<file path="src/rtl/usram_fifo_ctrl.sv">
// Valid/ready FIFO controller driving one uSRAM (1-cycle registered read) with a 2-entry FWFT output stage.
// Push-to-pop latency 3 cycles; s_ready drops when the RAM holds DEPTH words, m_valid drops when the output stage is empty.
module usram_fifo_ctrl #(
  parameter int DATA_WIDTH = 18,
  parameter int ADDR_WIDTH = 6,
  parameter int CNT_WIDTH  = $clog2(2**ADDR_WIDTH+3)
) (
  input  logic                  clk,
  input  logic                  resetn,
  input  logic                  s_valid,
  output logic                  s_ready,
  input  logic [DATA_WIDTH-1:0] s_data,
  output logic                  m_valid,
  input  logic                  m_ready,
  output logic [DATA_WIDTH-1:0] m_data,
  output logic [CNT_WIDTH-1:0]  count,
  output logic                  empty,
  output logic                  full,
  output logic                  ram_we,
  output logic [ADDR_WIDTH-1:0] ram_waddr,
  output logic [DATA_WIDTH-1:0] ram_wdata,
  output logic [ADDR_WIDTH-1:0] ram_raddr,
  input  logic [DATA_WIDTH-1:0] ram_rdata
);

  localparam logic [ADDR_WIDTH-1:0] PTR_ONE = {{(ADDR_WIDTH-1){1'b0}}, 1'b1};
  localparam logic [ADDR_WIDTH:0]   CNT_ONE = {{ADDR_WIDTH{1'b0}}, 1'b1};

  logic [ADDR_WIDTH-1:0] wr_ptr_q, wr_ptr_d, rd_ptr_q, rd_ptr_d;
  logic [ADDR_WIDTH:0]   ram_cnt_q, ram_cnt_d;
  logic                  inflight_q, inflight_d;
  logic [1:0]            occ_q, occ_d, occ_after;
  logic [DATA_WIDTH-1:0] out_q, out_d, skid_q, skid_d;
  logic                  push, pop, issue;
  logic [2:0]            pend;

  // RAM is full exactly when the MSB of the DEPTH-range counter is set.
  assign s_ready   = resetn & ~ram_cnt_q[ADDR_WIDTH];
  assign full      = ~s_ready;
  assign push      = s_valid & s_ready;
  assign m_valid   = (occ_q != 2'd0);
  assign m_data    = out_q;
  assign pop       = m_valid & m_ready;
  assign occ_after = occ_q - {1'b0, pop};
  assign pend      = {1'b0, occ_after} + {2'b00, inflight_q};
  assign issue     = (ram_cnt_q != '0) & (pend < 3'd2);

  assign ram_we    = push;
  assign ram_waddr = wr_ptr_q;
  assign ram_wdata = s_data;
  assign ram_raddr = rd_ptr_q;

  assign count = CNT_WIDTH'(ram_cnt_q) + CNT_WIDTH'(inflight_q) + CNT_WIDTH'(occ_q);
  assign empty = (count == '0);

  always_comb begin
    wr_ptr_d   = push  ? wr_ptr_q + PTR_ONE : wr_ptr_q;
    rd_ptr_d   = issue ? rd_ptr_q + PTR_ONE : rd_ptr_q;
    ram_cnt_d  = ram_cnt_q;
    if (push && !issue)
      ram_cnt_d = ram_cnt_q + CNT_ONE;
    else if (!push && issue)
      ram_cnt_d = ram_cnt_q - CNT_ONE;
    inflight_d = issue;
    occ_d      = occ_after + {1'b0, inflight_q};
    out_d      = out_q;
    skid_d     = skid_q;
    if (pop && occ_q == 2'd2)
      out_d = skid_q;
    // Returning word lands in the head slot only if the head is free after this cycle's pop.
    if (inflight_q) begin
      if (occ_after == 2'd0)
        out_d = ram_rdata;
      else
        skid_d = ram_rdata;
    end
  end

  always_ff @(posedge clk or negedge resetn) begin
    if (!resetn) begin
      wr_ptr_q   <= '0;
      rd_ptr_q   <= '0;
      ram_cnt_q  <= '0;
      inflight_q <= 1'b0;
      occ_q      <= 2'd0;
      out_q      <= '0;
      skid_q     <= '0;
    end else begin
      wr_ptr_q   <= wr_ptr_d;
      rd_ptr_q   <= rd_ptr_d;
      ram_cnt_q  <= ram_cnt_d;
      inflight_q <= inflight_d;
      occ_q      <= occ_d;
      out_q      <= out_d;
      skid_q     <= skid_d;
    end
  end

endmodule

</file>
<file path="config.mk">
export PLATFORM = sky130hd
export DESIGN_NAME = usram_fifo_ctrl
export DESIGN_NICKNAME = d
export VERILOG_FILES = /design/src/rtl/usram_fifo_ctrl.sv
export SDC_FILE = /design/constraint.sdc
export NUM_CORES = 1
export LEC_CHECK = 0
export ABC_AREA = 1
export CORE_MARGIN = 1
export CORE_UTILIZATION = 51
export DETAILED_ROUTE_END_ITERATION = 10
export GPL_ROUTABILITY_DRIVEN = 0
export PLACE_DENSITY = 0.92
export SETUP_SLACK_MARGIN = 0.02
export SYNTH_ARGS = -nofsm -noshare
export SYNTH_HDL_FRONTEND = slang
export SYNTH_SLANG_ARGS = --single-unit
</file>
<file path="constraint.sdc">
create_clock -name clk -period 7.85 [get_ports clk]
set_input_delay 1.9625 -clock clk [delete_from_list [all_inputs] [get_ports clk]]
set_output_delay 1.9625 -clock clk [all_outputs]
set_load 0.01 [all_outputs]
</file>
==> out/metrics.yaml, run 1 <==
clock_network:
  cts_tree: "built"
  cts.clk_slew.worst_paths_ns: 0.07
  cts_root_buffer: "clkbuf_8"
  max-clock-path-buffers: 2
  htree_levels: 3
  post_cts_buffers: 0
  worst_skew_pair.late_latency_ns: 0.34
  numCtsBuffers: 9
  holdBufCountCts: 0
  cts_sinks: 58
  post_cts_resized: 0
yosys:
  ys_ff_latch: 58
  synth_fp_nets: 460
  synthCells: 404
  synthTopCellsByArea: "dfrtp_1 (44%), nand2_1 (13%), inv_1 (8.0%)"
  synth_area_leader_cell: "dfrtp_1"
  synth_top_area_share_pct: 44.3
  ys_async_sr_fraction_pct: 100
  avgSynthCellArea_sq_um: 8.11
  yosysSeqAreaShare_pct: 44.3
  ys_types: 27
  synth_edf_count: 0
  netlist_area_sq_mm: 0.00328
  synthFlopType: "dfrtp_1"
  yosys_warnings: 0
setup_path:
  criticalPathCategory: "input port to output pin"
  worst_ep_required_time_ns: 5.89
  cp_max_fo: 5
  cp-end-kind: "output pin"
  cp.arrival_ns: 3.32
  reg2reg_from: "occ_q[1]"
  worst-r2r-setup-slack_ns: 4.84
  crit_start: "s_valid"
  start_kind: "input port"
final_layout:
  final_cells: 531
  final_nets: 507
  area_growth_pct: 22.6
  drive_gt1_share_pct: 7.89
  fill_cells: 483
  antenna_cells: 0
floorplanning:
  std_cell_rows: 28
  die_area_sq_mm: 0.00675
  io_pins: 100
  coreArea_sq_mm: 0.00606
  die_width_um: 82.1
  dieHeight_um: 82.1
  start_util_pct: 54.0
placed_design:
  dp_hpwl_um: 4750
  port_buffers: 63
  dp_cells: 515
  place_ws_ns: 2.56
global_route:
  grt.total_usage_pct: 21.3
  grt_antenna_before_repair: 0
  grt_pass1_vias: 2465
  grt_pass1_wl_um: 10900
  grt_max_degree: 53
  grt-ovfl-total: 0
pwr:
  ir_drop_uv: 322
  leakage_nw: 2.03
  power.density_mw_per_mm2: 476
  power_mw: 1.91
routing:
  ant_nets: 0
  first_iter_violations: 159
  wl_per_cell_um: 12.7
  via_per_inst: 5.00
  drt_pass1_iterations: 4
  vias: 2656
  totalWireLength_um: 6760
  post-route-drc-count: 0
sta:
  grt_setup_unrepaired: "false"
  skew_ns: 0.00903
  whs_ns: 0.484
  worst_pin_slew_ns: 0.704
  hold_violations: 0
  fmax_mhz: 189
  setup_viol: 0
  min_period_over_period_pct: 67.3
  finalWorstSetupSlack_ns: 2.57
  slew_viol_final: 0
  max_slew_margin_pct: 53.0
  setup_tns_ns: 0
  fin_crit_ns: 5.28
hold_path:
  hold_path.class: "flop to flop"
  worstHoldStart: "skid_q[9]"
run_status:
  outcome: "completed"
flow_run:
  drv_cap: 0
[routing by layer]
layer,wire length (um),vias up,track usage (%),share of wire [%]
met3,326,16,5.38,4.8
met1,2880,1251,27.0,43
met2,3420,59,34.2,51
li1,-,1330,-,-
met4,127,0,9.82,1.9
met5,0,-,0,0
[sequential cells by signal, summed over array words and instances (netlist names)]
name and cells:
skid_q 18, ram_raddr 6, ram_cnt_q 7, inflight_q 1, m_data 18, ram_waddr 6, occ_q 2
[kinds of logic (layout without fill, tap and decap cells)]
| logic type | Yosys count | count (layout) | share of synthesized area (%) |
|---|---|---|---|
| buffers and inverters | 100 | 152 | 14.6 |
| adder cells (fa/ha/maj) | 16 | 16 | 6.80 |
| flip-flops | 58 | 58 | 44.3 |
| AO/OA/AOI/OAI | 64 | 64 | 11.5 |
| XOR/XNOR | 13 | 13 | 3.71 |
| AND/OR/NAND/NOR | 153 | 153 | 19.2 |
[stage by stage]
step	instance area [sq um]	util [%]
3_5_place_dp	3800	62.6
3_3_place_gp	3800	62.6
2_1_floorplan	3280	-
5_1_grt	4020	66.2
4_1_cts	4020	66.2
6_report	4020	66.2
[cells in the final DEF (no fill, tap or decap), types with 3 or more instances in the layout]
master	count
nand3_1	19
o21ai_1	23
xor2_1	5
clkbuf_8	10
o21ai_2	13
xnor2_1	7
o21ai_0	20
nand2_1	116
ha_1	13
o22ai_1	3
nor2_1	10
a21oi_1	4
clkdlybuf4s50_1	62
dfrtp_1	58
fa_1	3
inv_1	70
[cells in the mapped netlist (4+ instances only)]
cell type	n
nand3_1	19
nor2_1	10
xor2_1	5
o21ai_1	23
buf_4	20
a21oi_1	4
dfrtp_1	58
o21ai_0	20
ha_1	13
o21ai_2	13
nand2_1	116
xnor2_1	7
inv_1	70
[final timing paths]
path / end / cells past startpoint
max: ram_we / 4
min: skid_q[9] / 2
max reg2reg: ram_cnt_q[6] / 16
min reg2reg: skid_q[9] / 2
max in group asynchronous: ram_raddr[1] / 2
min in group asynchronous: ram_waddr[1] / 1
[final cells by class]
cell class,instances,area (sq um),share of cell area (%)
Timing Repair Buffer,64,633,15.8
Clock buffer,11,141,3.52
Multi-Input combinational cell,246,1350,33.6
Sequential cell,58,1450,36.1
Inverter,72,270,6.73
Clock inverter,5,77.6,1.93
Tap cell,75,93.8,2.34
[worst max-delay path, stage by stage]
cell and delay, ns:
clkdlybuf4s50_1 0.46, nand3_1 0.17, inv_1 0.17, clkdlybuf4s50_1 0.55
[power by group]
group	total [mW]	internal, mW	switching (mW)
Combinational	1.03	0.466	0.566
Sequential	0.575	0.447	0.129
Clock	0.302	0.186	0.116
Power figures use the tool's default switching activity.
==> run 2: changes to the inputs <==
--- a/config.mk
+++ b/config.mk
@@ -7,10 +7,10 @@
 export LEC_CHECK = 0
 export ABC_AREA = 1
 export CORE_MARGIN = 1
-export CORE_UTILIZATION = 51
+export CORE_UTILIZATION = 43
 export DETAILED_ROUTE_END_ITERATION = 10
 export GPL_ROUTABILITY_DRIVEN = 0
-export PLACE_DENSITY = 0.92
+export PLACE_DENSITY = 0.83
 export SETUP_SLACK_MARGIN = 0.02
 export SYNTH_ARGS = -nofsm -noshare
 export SYNTH_HDL_FRONTEND = slang
==> constraint.sdc (replaced) <==
create_clock -name clk -period 4.83 [get_ports clk]
set_input_delay 1.2075 -clock clk [delete_from_list [all_inputs] [get_ports clk]]
set_output_delay 1.2075 -clock clk [all_outputs]
set_load 0.01 [all_outputs]
==> run 2 against run 1 <==
Effect of this change:
- sequential power up 62%
- count of clock-buffer cells in the layout down 2
- flip-flop and latch count unchanged
- global-route usage down 3.2 points
- critical endpoint is now empty
==> out/metrics.yaml, run 2 (synthesis gave the netlist of run 1 again) <==
run_status:
  outcome: "completed"
sta:
  setup_tns_ns: 0  # unchanged
  hold_violations: 0  # unchanged
  fmax_mhz: 244
  max_slew_margin_pct: 50.8  # -2.2 points
  skew_ns: 0.0110  # +0.00196 ns
  fin_crit_ns: 4.10
  min_period_over_period_pct: 84.8
  slew_viol_final: 0  # unchanged
  setup_viol: 0  # unchanged
  grt_setup_unrepaired: "false"
  worst_pin_slew_ns: 0.737  # +0.0335 ns
clock_network:
  cts_sinks: 58  # unchanged
  numCtsBuffers: 9  # unchanged
  max-clock-path-buffers: 2  # unchanged
  post_cts_resized: 0  # unchanged
  holdBufCountCts: 0  # unchanged
  cts.clk_slew.worst_paths_ns: 0.07  # about the same
  cts_root_buffer: "clkbuf_8"
  post_cts_buffers: 0  # unchanged
  worst_skew_pair.late_latency_ns: 0.34  # about the same
  cts_tree: "built"
  htree_levels: 3  # unchanged
routing:
  first_iter_violations: 100  # -37%
  totalWireLength_um: 6700  # -0.86%
  ant_nets: 0  # unchanged
  wl_per_cell_um: 12.1  # -5.1%
  vias: 2593  # -2.4%
  via_per_inst: 4.67  # -6.6%
  post-route-drc-count: 0  # unchanged
  drt_pass1_iterations: 4  # unchanged
hold_path:
  min_path_cells: 1  # -1
  worstHoldEndpoint: "ram_waddr[5]"
  worstHoldStart: "ram_waddr[5]"
  hold_path.class: "flop to flop"
setup_path:
  cp_max_fo: 5  # unchanged
  crit_path_max_incr_delay_ns: 0.53  # -0.02 ns
  crit_chain: "inv_1, fa_1, fa_1, inv_1, nand3_1, nand2_1, nand2_1, nor2_1, nand3_1, nor2_1, clkdlybuf4s50_1"
  cp.arrival_ns: 2.89  # -0.43 ns
  r2r_end: "ram_cnt_q[6]"
  reg2reg_from: "occ_q[1]"
  start_kind: "flop"
  r2r.worst_path.cells: 16  # unchanged
  worst_ep_required_time_ns: 3.62  # -2.27 ns
  crit_start: "ram_cnt_q[0]"
  worst-r2r-setup-slack_ns: 1.86  # -2.98 ns
  criticalPathCategory: "flop to output pin"
  cp_slowest_cell: "clkdlybuf4s50_1"
  cp-end-kind: "output pin"
placed_design:
  dp_hpwl_um: 4740  # -0.12%
  port_buffers: 63  # unchanged
  dp_cells: 539  # +4.7%
final_layout:
  antenna_cells: 0  # unchanged
  final_nets: 507  # unchanged
  final_cell_mix: "nand2_1 (116), inv_1 (70), clkdlybuf4s50_1 (62)"
  fill_cells: 719  # +49%
  final_cells: 555  # +4.5%
  area_growth_pct: 23.7
  layout_commonest_cell: "nand2_1"
  regArea_sq_mm: 0.00145  # unchanged
  multi_input_area_sq_mm: 0.00135  # unchanged
  drive_gt1_share_pct: 8.11  # +0.22 points
pwr:
  power.density_mw_per_mm2: 764  # +61%
  leakage_nw: 2.03  # about the same
  ir_drop_uv: 253  # -21%
floorplanning:
  coreArea_sq_mm: 0.00729  # +20%
  die_width_um: 89.3  # +8.7%
  start_util_pct: 44.9  # -9.1 points
  die_area_sq_mm: 0.00797  # +18%
  io_pins: 100  # unchanged
  std_cell_rows: 31  # +11%
  dieHeight_um: 89.3  # +8.7%
global_route:
  grt_pass1_vias: 2514  # +2.0%
  grt-ovfl-total: 0  # unchanged
  grt_max_degree: 59  # +11%
  grt_pass1_wl_um: 11000  # +0.63%
  grt.total_usage_pct: 18.1  # -3.2 points
  grt_antenna_before_repair: 0  # unchanged
flow_run:
  drv_cap: 0  # unchanged
run 2: changes by cell type in the layout (fill, tap and decap cells not counted), sizes merged:
cell / before / now
clkinv: 3 / 4
inv: 71 / 72
clkbuf: 11 / 9
run 2: worst max-delay path: cells and delay by family, from the launching register on:
family,cells,cell delay (ns)
buffers and inverters,3,0.77
and+or+nand+nor,6,0.46
adders and majority gates,2,0.87
DFF,1,0.47
run 2: how the worst max path moves through the flow:
| stage | to | cells after the start |
|---|---|---|
| after floorplan | ram_cnt_q[6] | 16 |
| after global placement | ram_cnt_q[6] | 17 |
| after detailed placement | ram_cnt_q[6] | 17 |
| after CTS | empty | 11 |
| after global routing | empty | 11 |
| final | empty | 11 |
run 2: layer usage:
| metal | track usage, % | share of wire [%] |
|---|---|---|
| met5 | 0 | 0 |
| met4 | 8.23 | 1.6 |
| met3 | 4.25 | 4.9 |
| met2 | 31.2 | 50 |
| met1 | 21.5 | 43 |
run 2: cell type report:
type                       instances  area share (%)
multi-input combinational        246            33.3
timing repair buffer              64            15.6
sequential                        58            35.8
tap                               99            3.06
clock inverter                     7            2.53
inverter                          72            6.67
clock buffer                       9            3.06
run 2: through the flow:
stage / total power, mW / utilization [%] / hold WS, ns / setup WS, ns / instance area [sq um]
after floorplan: 2.04 / - / 0.455 / 1.48 / 3280
after global placement: 2.53 / 52.5 / 0.464 / 0.868 / 3830
after detailed placement: 2.61 / 52.5 / 0.462 / 0.726 / 3830
after CTS: 3.13 / 55.6 / 0.482 / 0.688 / 4050
after global routing: 3.40 / 55.6 / 0.495 / 0.484 / 4050
final: 3.10 / 55.6 / 0.478 / 0.732 / 4050
run 2: power breakdown:
part	switching, mW	total (mW)	internal, mW	leakage (nW)
Combinational	0.906	1.66	0.755	1.20
Clock	0.209	0.504	0.295	0.110
Sequential	0.207	0.932	0.725	0.725
Total	1.32	3.10	1.77	2.03
==> variant 1 (config.mk and constraints of run 2) <==
Make the reset (`resetn`) synchronous in one clocked block.
--- a/src/rtl/usram_fifo_ctrl.sv
+++ b/src/rtl/usram_fifo_ctrl.sv
@@ -78,3 +78,3 @@
 
-  always_ff @(posedge clk or negedge resetn) begin
+  always_ff @(posedge clk) begin
     if (!resetn) begin
Behaviour: differs if resetn is asserted again (counterexample within 4 cycles, from zero or initial values and one cycle with resetn low); with resetn held inactive, the same outputs for 10 cycles.
==> variant 1 against run 2 <==
Sequential cell count stayed put; synthesized area shrank 3.6%; highest routed layer unchanged; register-to-register slack got worse by 210 ps; largest cell class is now multi-input combinational cells; clock skew decreased by 6.1 ps; total power is 14% lower; die area shrank 3.5%; cell area decreased by 4.1%; worst setup slack worse by 110 ps; wire length is 6.9% higher; largest power group unchanged.
==> variant 1: results (changes against run 2) <==
Setup path
The most critical setup path has its startpoint at ram_cnt_q[0]$_SDFFE_PN0P_. The depth of the most critical reg-to-reg path is 18 (+2).

STA
The actual transition at the worst max-transition pin is 603.2 ps (-134.2 ps).

Global route
The global-route wire length before repair came to 11.99 mm (+9.3%). The overall global routing resource usage was 19.88% (+1.8 points). The global routing met3 resource utilization is 7.163% (+2.9 points).

The met1 track demand over resource in global routing was 21.87% (+0.38 points). The number of global-route vias before repair was 2811 (+12%).

Routing
The met2 wire length was 3.520 mm (+4.4%). The initial DRC count was 110 (+10%). The ratio of routed vias to standard cells is 4.913 (+5.2%). The post-detailed-route wirelength per cell came to 11.99 um (-0.67%).

Worst hold path
The capture endpoint of the worst hold path is skid_q[12]$_SDFFE_PN0P_. The hold path depth is 2 (+1).

Run status
The flow ran to the end, and the final reports show no timing, DRC or antenna violations.

Placement
The half-perimeter wire length after detailed placement came to 4.938 mm (+4.1%). The post-placement cell area was 3705 um^2 (-3.2%).

Final layout
The number of multi-input logic gates is 299 (+22%). The total number of nets in the final design is 553 (+9.1%). The final instance area is 3887 um^2 (-4.1%).

The fraction of layout cells with a size suffix above 1 is 5.190% (-2.9 points). The multi-input combinational cell area is 1534 um^2 (+14%).

Power
The clock share of power came to 16.0% (-0.3 points). The internal power of the cells came to 1.522 mW (-14%). The leakage power is 1.700 nW (-16%).

The combinational-cell power consumption came to 1.44 mW (-13%). The power per cell area was 684.4 nW/um^2 (-10%).

Synthesis
By area the synthesized netlist is led by sky130_fd_sc_hd__dfxtp_1 (37%), sky130_fd_sc_hd__nor2_1 (11%), sky130_fd_sc_hd__o21ai_0 (9.0%), sky130_fd_sc_hd__nand2_1 (7.8%), sky130_fd_sc_hd__inv_1 (7.5%). The xor-xnor portion of the synthesized cell area is 2.455% (-1.2 points). The fraction of the yosys area taken by sequential cells is 36.75% (-7.6 points).
variant 1: cell types whose count changed after synthesis, moves of 3 or more:
cell / change
sky130_fd_sc_hd__a21oi_1: +11
sky130_fd_sc_hd__clkbuf_1: +6
sky130_fd_sc_hd__dfrtp_1: -58
sky130_fd_sc_hd__dfxtp_1: +58
sky130_fd_sc_hd__inv_1: -7
sky130_fd_sc_hd__nand2_1: -50
sky130_fd_sc_hd__nand3_1: +6
sky130_fd_sc_hd__nand3b_1: +3
sky130_fd_sc_hd__nor2_1: +81
sky130_fd_sc_hd__o21ai_0: +37
sky130_fd_sc_hd__o21ai_1: -18
sky130_fd_sc_hd__o21ai_2: -13
sky130_fd_sc_hd__o22ai_1: -3
sky130_fd_sc_hd__xnor2_1: -4
variant 1: per-stage QoR:
step	hold WS, ps	std cells	setup WS (ps)
2_1_floorplan	453.4	453	1275
3_3_place_gp	463.7	582	631.9
3_5_place_dp	473.1	582	491.9
4_1_cts	488.8	597	606.8
5_1_grt	513.2	597	339.8
6_report	487.1	597	624.2
==> variant 2 (config.mk and constraints of run 2) <==
Made on the original files. Set the parameter `ADDR_WIDTH` to 5 (it was 6).
--- a/src/rtl/usram_fifo_ctrl.sv
+++ b/src/rtl/usram_fifo_ctrl.sv
@@ -4,3 +4,3 @@
   parameter int DATA_WIDTH = 18,
-  parameter int ADDR_WIDTH = 6,
+  parameter int ADDR_WIDTH = 5,
   parameter int CNT_WIDTH  = $clog2(2**ADDR_WIDTH+3)
Ports: changed (resized count, ram_raddr and ram_waddr); port bits go from 100 to 97. No check against the original RTL was run, so the function may have changed too.
==> variant 2 against run 2 <==
Maximum frequency up 3.2%; sequential cell count down 3; register-to-register slack worse by 90 ps; cell area down 8.1%; synthesized area down 4.7%; wire length down 13%; clock power down 42%; critical path depth down 4; die area down 4.6%; synthesized cell count down 11%; global-route usage down 1.2 points; worst setup slack better by 130 ps; core utilization down 1.6 points; largest cell class unchanged; total power down 9.7%.
==> variant 2: results (changes against run 2) <==
Setup path
The endpoint of the most critical register-to-register path is ram_cnt_q[4]$_DFFE_PN0P_. The setup slack on the worst flop-to-flop path came to 1770 ps (-90 ps).

Global route
The overall global routing resource usage is 16.85% (-1.2 points). The number of global-route vias before repair is 2188 (-13%). The global-route wire length before repair is 10.06 mm (-8.2%).

Synthesis
The average size of a mapped cell is 8.716 um^2 (+7.5%). The xor-xnor portion of the synthesized cell area came to 3.609% (-0.096 points). The commonest cells after synthesis are sky130_fd_sc_hd__nand2_1 (96), sky130_fd_sc_hd__inv_1 (57), sky130_fd_sc_hd__dfrtp_1 (55). The compound-gate portion of the synthesized area is 14.80% (+3.3 points). The fraction of the yosys area taken by sequential cells is 44.11% (-0.20 points).

Placement
The worst setup timing slack at the placement stage is 711.5 ps (-14.19 ps). The count of input and output buffers came to 60 (-4.8%). The half-perimeter wire length after detailed placement is 4.068 mm (-14%). The post-placement cell area came to 3623 um^2 (-5.3%).

Clock network
The insertion delay of the later-clocked pin in the worst-skew pair is 300 ps (-40 ps). The number of buffers inserted during clock tree synthesis is 5 (-4).

Final layout
The sequential cell area in the final layout is 1376 um^2 (-5.2%). The fraction of layout cells with a size suffix above 1 was 13.07% (+5.0 points).

Run status
The run finished with clean final reports.

Routing
The wire length on met1 is 2.636 mm (-8.8%). The ratio of routed vias to standard cells is 4.652 (-0.43%). The number of optimization iterations in the first detailed-route pass is 5 (+1). The sum of met3 wire segment lengths after detailed routing is 219 um (-33%).

STA
The worst clock skew is 13.07 ps (+2.076 ps).

Power
The total power was 2.795 mW (-9.7%). The combinational share of power is 57.7% (+4.1 points).
## variant 2: cell types whose count changed in the layout (fill, tap and decap cells not counted), moves of 3 or more
cell,before,now
sky130_fd_sc_hd__o21ai_1,23,0
sky130_fd_sc_hd__o21ai_2,13,36
sky130_fd_sc_hd__nand2_1,116,96
sky130_fd_sc_hd__inv_1,70,57
sky130_fd_sc_hd__nand3_1,19,13
sky130_fd_sc_hd__clkbuf_8,9,5
sky130_fd_sc_hd__clkdlybuf4s50_1,62,59
sky130_fd_sc_hd__clkinv_4,3,0
sky130_fd_sc_hd__dfrtp_1,58,55
## variant 2: logic make-up after synthesis
logic type	after synthesis
simple gates	128
buf+inv	85
compound gates	64
flops	55
fa+ha+maj	14
xor+xnor	12
## variant 2: cell type report
class / count / area share (%)
repair buffers: 61 / 16.19
flip-flops and latches: 55 / 36.94
well taps: 96 / 3.224
multi-input cells: 218 / 35.16
clock inverters: 1 / 0.8059
clock buffers: 6 / 1.948
inverters: 57 / 5.742
## variant 2: worst min path at each step
stage                                 startpoint                      to  slack (ps)  depth (start not counted)
after global placement     skid_q[3]$_DFFE_PN0P_   skid_q[3]$_DFFE_PN0P_         460                          2
after floorplan            skid_q[0]$_DFFE_PN0P_   skid_q[0]$_DFFE_PN0P_         450                          2
after global routing      skid_q[17]$_DFFE_PN0P_  skid_q[17]$_DFFE_PN0P_         510                          2
final                      skid_q[1]$_DFFE_PN0P_   skid_q[1]$_DFFE_PN0P_         490                          2
after CTS                  skid_q[1]$_DFFE_PN0P_   skid_q[1]$_DFFE_PN0P_         490                          2
after detailed placement   skid_q[9]$_DFFE_PN0P_   skid_q[9]$_DFFE_PN0P_         470                          2
## variant 2: per-layer routing
metal	global-route usage (%)	up-vias
met2	28.63	56
met3	2.275	17
met5	0	-
li1	-	1171
met1	21.45	1054
met4	7.601	0
